==> src/rtl/stopwatch_pkg.sv <==
// Shared types and limits for the stopwatch core.
// Digit width, per-pair limits and the run-state encoding.
package stopwatch_pkg;

    localparam int DIGIT_W   = 4;
    localparam int CENTI_MAX = 99;
    localparam int SEC_MAX   = 59;

    typedef enum logic [1:0] {
        S_IDLE  = 2'd0,
        S_RUN   = 2'd1,
        S_PAUSE = 2'd2
    } state_t;

endpackage

==> src/rtl/bcd_digit_pair.sv <==
// Two-digit BCD counter with parameterised modulus.
// o_next is the value after this edge so callers can snapshot it.
module bcd_digit_pair
    import stopwatch_pkg::*;
#(
    parameter int MODULUS = 100
) (
    input  logic                   i_clk,
    input  logic                   i_rst_n,
    input  logic                   i_inc,
    input  logic                   i_clr,
    output logic [2*DIGIT_W-1:0]   o_next,
    output logic                   o_carry
);

    localparam int MAX_VAL = MODULUS - 1;
    localparam logic [DIGIT_W-1:0] MAX_T = DIGIT_W'(MAX_VAL / 10);
    localparam logic [DIGIT_W-1:0] MAX_U = DIGIT_W'(MAX_VAL % 10);

    logic [2*DIGIT_W-1:0] r_q;
    logic [2*DIGIT_W-1:0] w_d;
    logic                 w_at_max;

    assign w_at_max = (r_q == {MAX_T, MAX_U});
    assign o_carry  = i_inc & w_at_max & ~i_clr;
    assign o_next   = w_d;

    always_comb begin
        w_d = r_q;
        if (i_clr) begin
            w_d = '0;
        end else if (i_inc) begin
            if (w_at_max) begin
                w_d = '0;
            end else if (r_q[DIGIT_W-1:0] == DIGIT_W'(9)) begin
                w_d = {r_q[2*DIGIT_W-1:DIGIT_W] + DIGIT_W'(1), {DIGIT_W{1'b0}}};
            end else begin
                w_d = {r_q[2*DIGIT_W-1:DIGIT_W], r_q[DIGIT_W-1:0] + DIGIT_W'(1)};
            end
        end
    end

    always_ff @(posedge i_clk or negedge i_rst_n) begin
        if (!i_rst_n) begin
            r_q <= '0;
        end else begin
            r_q <= w_d;
        end
    end

endmodule

==> src/rtl/stopwatch_core.sv <==
// Centisecond stopwatch: run/pause FSM, BCD mm:ss.cc chain, lap freeze.
// All outputs are registered from next-state values of the live chain.
module stopwatch_core
    import stopwatch_pkg::*;
#(
    parameter int MIN_MODULUS = 60
) (
    input  logic        clk,
    input  logic        rst,
    input  logic        tick,
    input  logic        start_stop,
    input  logic        lap,
    input  logic        clear,
    output logic [23:0] disp,
    output logic        running,
    output logic        lap_hold,
    output logic        wrap
);

    state_t      r_state;
    state_t      w_next_state;
    logic        w_clr;
    logic        w_inc;
    logic        w_lap_cap;
    logic        w_hold_next;
    logic        w_c_carry;
    logic        w_s_carry;
    logic        w_m_carry;
    logic [7:0]  w_centi;
    logic [7:0]  w_sec;
    logic [7:0]  w_min;
    logic [23:0] w_live_next;
    logic [23:0] w_lap_next;
    logic [23:0] r_lap;
    logic [23:0] r_disp;
    logic        r_hold;
    logic        r_running;
    logic        r_wrap;

    assign w_inc = tick & (r_state == S_RUN);

    always_comb begin
        w_next_state = r_state;
        w_clr        = 1'b0;
        w_lap_cap    = 1'b0;
        w_hold_next  = r_hold;
        // clear is only honoured when stopped; otherwise lower commands proceed
        if (clear && (r_state != S_RUN)) begin
            w_clr        = 1'b1;
            w_next_state = S_IDLE;
            w_hold_next  = 1'b0;
        end else if (start_stop) begin
            unique case (r_state)
                S_IDLE:  w_next_state = S_RUN;
                S_RUN:   w_next_state = S_PAUSE;
                S_PAUSE: w_next_state = S_RUN;
                default: w_next_state = S_IDLE;
            endcase
        end else if (lap) begin
            if ((r_state == S_RUN) && !r_hold) begin
                w_lap_cap   = 1'b1;
                w_hold_next = 1'b1;
            end else if ((r_state != S_IDLE) && r_hold) begin
                w_hold_next = 1'b0;
            end
        end
    end

    bcd_digit_pair #(.MODULUS(CENTI_MAX + 1)) u_centi (
        .i_clk   (clk),
        .i_rst_n (rst),
        .i_inc   (w_inc),
        .i_clr   (w_clr),
        .o_next  (w_centi),
        .o_carry (w_c_carry)
    );

    bcd_digit_pair #(.MODULUS(SEC_MAX + 1)) u_sec (
        .i_clk   (clk),
        .i_rst_n (rst),
        .i_inc   (w_c_carry),
        .i_clr   (w_clr),
        .o_next  (w_sec),
        .o_carry (w_s_carry)
    );

    bcd_digit_pair #(.MODULUS(MIN_MODULUS)) u_min (
        .i_clk   (clk),
        .i_rst_n (rst),
        .i_inc   (w_s_carry),
        .i_clr   (w_clr),
        .o_next  (w_min),
        .o_carry (w_m_carry)
    );

    assign w_live_next = {w_min, w_sec, w_centi};
    assign w_lap_next  = w_lap_cap ? w_live_next : r_lap;

    always_ff @(posedge clk or negedge rst) begin
        if (!rst) begin
            r_state   <= S_IDLE;
            r_lap     <= '0;
            r_disp    <= '0;
            r_hold    <= 1'b0;
            r_running <= 1'b0;
            r_wrap    <= 1'b0;
        end else begin
            r_state   <= w_next_state;
            r_lap     <= w_lap_next;
            r_disp    <= w_hold_next ? w_lap_next : w_live_next;
            r_hold    <= w_hold_next;
            r_running <= (w_next_state == S_RUN);
            r_wrap    <= w_m_carry;
        end
    end

    assign disp     = r_disp;
    assign running  = r_running;
    assign lap_hold = r_hold;
    assign wrap     = r_wrap;

endmodule

==> config.mk <==
export PLATFORM = sky130hd
export DESIGN_NAME = stopwatch_core
export DESIGN_NICKNAME = d
export VERILOG_FILES = /design/src/rtl/stopwatch_pkg.sv /design/src/rtl/bcd_digit_pair.sv /design/src/rtl/stopwatch_core.sv
export SDC_FILE = /design/constraint.sdc
export NUM_CORES = 1
export LEC_CHECK = 0
export ABC_AREA = 1
export BUFFER_PORTS_ARGS = -buffer_cell sky130_fd_sc_hd__buf_4
export CAP_MARGIN = 20
export CORE_MARGIN = 4
export CORE_UTILIZATION = 44
export DETAILED_ROUTE_END_ITERATION = 16
export GPL_ROUTABILITY_DRIVEN = 0
export MAX_ROUTING_LAYER = met4
export PLACE_DENSITY = 0.58
export SETUP_SLACK_MARGIN = 0.4
export SYNTH_ARGS = -nofsm -noshare
export SYNTH_HDL_FRONTEND = slang
export SYNTH_SLANG_ARGS = --single-unit
==> constraint.sdc <==
create_clock -name clk -period 2.2 [get_ports clk]
set_clock_uncertainty 0.05 [all_clocks]
set_input_delay 0.22 -clock clk [delete_from_list [all_inputs] [get_ports clk]]
set_output_delay 0.22 -clock clk [all_outputs]
set_load 0.1 [all_outputs]
==> metrics.md <==
| Metric | Value |
|---|---|
| Status | finished, final reports clean |
| Worst hold path type | in -> reg |
| Final setup fails | 0 |
| Hold slack | roughly 0.13 ns |
| DP Wirelength | around 5200 um |
| Yosys warns | 0 |
| Tcrit/Tclk final | 79.9% |
| Clock Latency Late Sink | 0.35 ns |
| Worst-path maximum fanout | 17 |
| Largest net degree at the start of global routing | between 50 and 60 |
| Worst slew pin tran | 0.406 ns |
| Hold Vio Cnt, Final | 0 |
| MaxCap Viol Count | 0 |
| Clk buf depth | 2 |
| Initial Util | 45.7% |
| R2R cell count | 8 |
| Startpoint Class | flop |
| Largest area contributor in the netlist | dfrtp_1 |
| Inserted Clock Buffers | 9 |
| Final instance area | between 0.004 and 0.005 mm2 |
| Async SR Flop Fraction | 100% |
| Setup_tns | 0 ns |
| Ant diodes | 0 |
| Root Driver | clkbuf_8 |
| Kind of end point of the critical path | flop |
| CTS tree | done |
| DRC viols | 0 |
| Fin util | 58.5% |
| Die width | 101 um |
| Critical Path AT | around 2 ns |
| Synth top area share | just over 50% |
| Initial DRC Count | 113 |
| First-pass GRT wire length | about 14000 um |
| Area of the die | 0.0102 mm2 |
| Port Buffers | 32 |
| CTS Sinks | 77 |
| Area occupied by multi-input gates | about 0.0019 mm2 |
| Synth area leaders | dfrtp_1 51%, nand2_1 13%, nand3_1 7.9% |
| Most frequent cell after synthesis | nand2_1 |
| DIE HEIGHT | 101 um |
| Kind of critical path | reg -> reg |
| Antenna-violating nets left | 0 |
| FF+latch area | approximately 0.0019 mm2 |
| Row Count | 33 |
| Routed len/inst | 13.5 um |
| Nets | 532 |
| H-tree depth | 3 |
| Pre-antenna DRT Iters | 5 |
| Global Route Usage Sum | 17.4% |
| FMAX | approximately 570 MHz |
| Post-synthesis sequential area ratio | 50.6% |
| Slew margin rel. | 72.9% |
| RSZ-0062 raised after global routing | true |
| Pwr Density | roughly 960 mW/mm2 |
| Area Overhead vs Synth | 28.0% |
| Slew Viols, Final | 0 |
| Via Count | around 3100 |
| Leakage | 2.52 nW |
| Worst Hold Depth | 3 |
| Placeable core area | 0.00834 mm2 |
| Worst VDD drop | 0.000408 V |
| Vias in the first global route | 2879 |
| Total grt overflow | 0 |
| Synth cell count leaders | 134 x nand2_1, 77 x dfrtp_1, 60 x nand3_1 |
| Avg Cell Area, Syn | 8.41 um2 |
| Clock transition at the registers of the reported paths | approximately 0.080 ns |
| Seq cells post-synth | 77 |
| Number of flops mapped to enable cells by yosys | 0 |
| Synth cell types | 34 |
| Ports | 33 |
| Layout cell share with drive strength beyond 1 | 31.4% |
| Syn_nets | 471 |
| Post-Synthesis Cell Area | 0.00381 mm2 |
| Synthesized instance count | 453 |
| Worst Path Required | 2.39 ns |
| Routed Wire Length | 8430 um |
| Vias per inst | 5.01 |
| Top_reg_cell synth | dfrtp_1 |
| Fillers | 739 |
| Final min period | 1.76 ns |
| Initial antenna violation count | 0 |
| Post-DP Area | approximately 0.0042 mm2 |
## kinds of logic after synthesis
family | share of synthesized area, %
compound gates | 6.73
fa+ha+maj | 3.94
flops | 50.6
simple gates | 30.5
xor+xnor | 0.919
buf+inv | 7.32
## worst max-delay path, stage by stage, from the launching register on
cell and delay [ns]:
dfrtp_1 0.42, buf_4 0.15, nor2_2 0.24, nor2_4 0.11, inv_6 0.19, nand2_4 0.10, buf_4 0.22, nand2_1 0.11
nand2_1 0.06
## sequential cells by signal (all words and copies together) (netlist names)
name / flops
disp: 24
r_lap: 24
u_centi.r_q: 8
u_min.r_q: 8
u_sec.r_q: 8
r_state: 2
lap_hold: 1
running: 1
wrap: 1
## layout by cell type (no fill, tap or decap), types with 3 or more instances in the layout
cell type    n
nand2_4      3
o211ai_1     3
dfrtp_1     72
ha_4         3
o21ai_2      3
nand2_1    125
clkbuf_8    10
nor2_4       7
nand3_1     42
inv_2       10
buf_4       56
inv_1       43
o21ai_1      6
o21a_1       3
o21ai_0      8
a21oi_1      3
ha_1         9
nand3_4      6
or2_2       18
nor2_1      11
nand2_2     12
dfrtp_2      5
nand3_2     15
a21boi_0    10
xor2_1       3
and2_1       4
## where the power goes
part           total, mW  switching (mW)  leakage, nW  internal (mW)
combinational       1.62            1.11         1.39          0.509
sequential          1.84           0.119         1.02           1.72
clock               1.21           0.531        0.114          0.675
## per-stage QoR
| step | power, mW | worst slack, ns | cells |
|---|---|---|---|
| after floorplan | 3.02 | 0.528 | 453 |
| after global placement | 3.31 | 0.188 | 582 |
| after detailed placement | 3.34 | 0.174 | 582 |
| after CTS | 4.61 | 0.401 | 606 |
| after global routing | 4.94 | 0.316 | 624 |
| final | 4.67 | 0.442 | 624 |
## cell type report
type                    instances  share of cell area (%)
inverters                      55                    4.49
flip-flops and latches         77                    39.6
clock buffers                  11                    2.90
clock inverters                 5                    1.69
repair buffers                 62                    10.4
well taps                     105                    2.69
multi-input cells             309                    38.2
## path summary, 6_finish.rpt
check                                      from              endpoint  slack [ns]
min in group asynchronous                   rst     disp[3]$_DFF_PN0_        0.29
max reg2reg                r_state[1]$_DFF_PN0_    disp[23]$_DFF_PN0_        0.44
min                                  start_stop  r_state[0]$_DFF_PN0_        0.13
max                        r_state[1]$_DFF_PN0_    disp[23]$_DFF_PN0_        0.44
min reg2reg                  r_lap[6]$_DFF_PN0_    r_lap[6]$_DFF_PN0_        0.44
max in group asynchronous                   rst    disp[14]$_DFF_PN0_        1.21
## metal layers
metal,track usage [%],part of all wire (%)
met5,-,0
met4,5.62,0.66
met3,3.94,3.8
met2,25.8,48
met1,23.7,47
## repair_timing
action / 4_1_cts / 5_1_grt
gates resized for setup: 9 / 68
gates cloned: 0 / 1
hold endpoints to repair: 29 / 0
setup endpoints to repair: 48 / 53
pin swaps: 5 / 24
hold buffers: 1 / 0
setup buffers: 7 / 17
No activity file was read; power rests on OpenSTA's default activity.
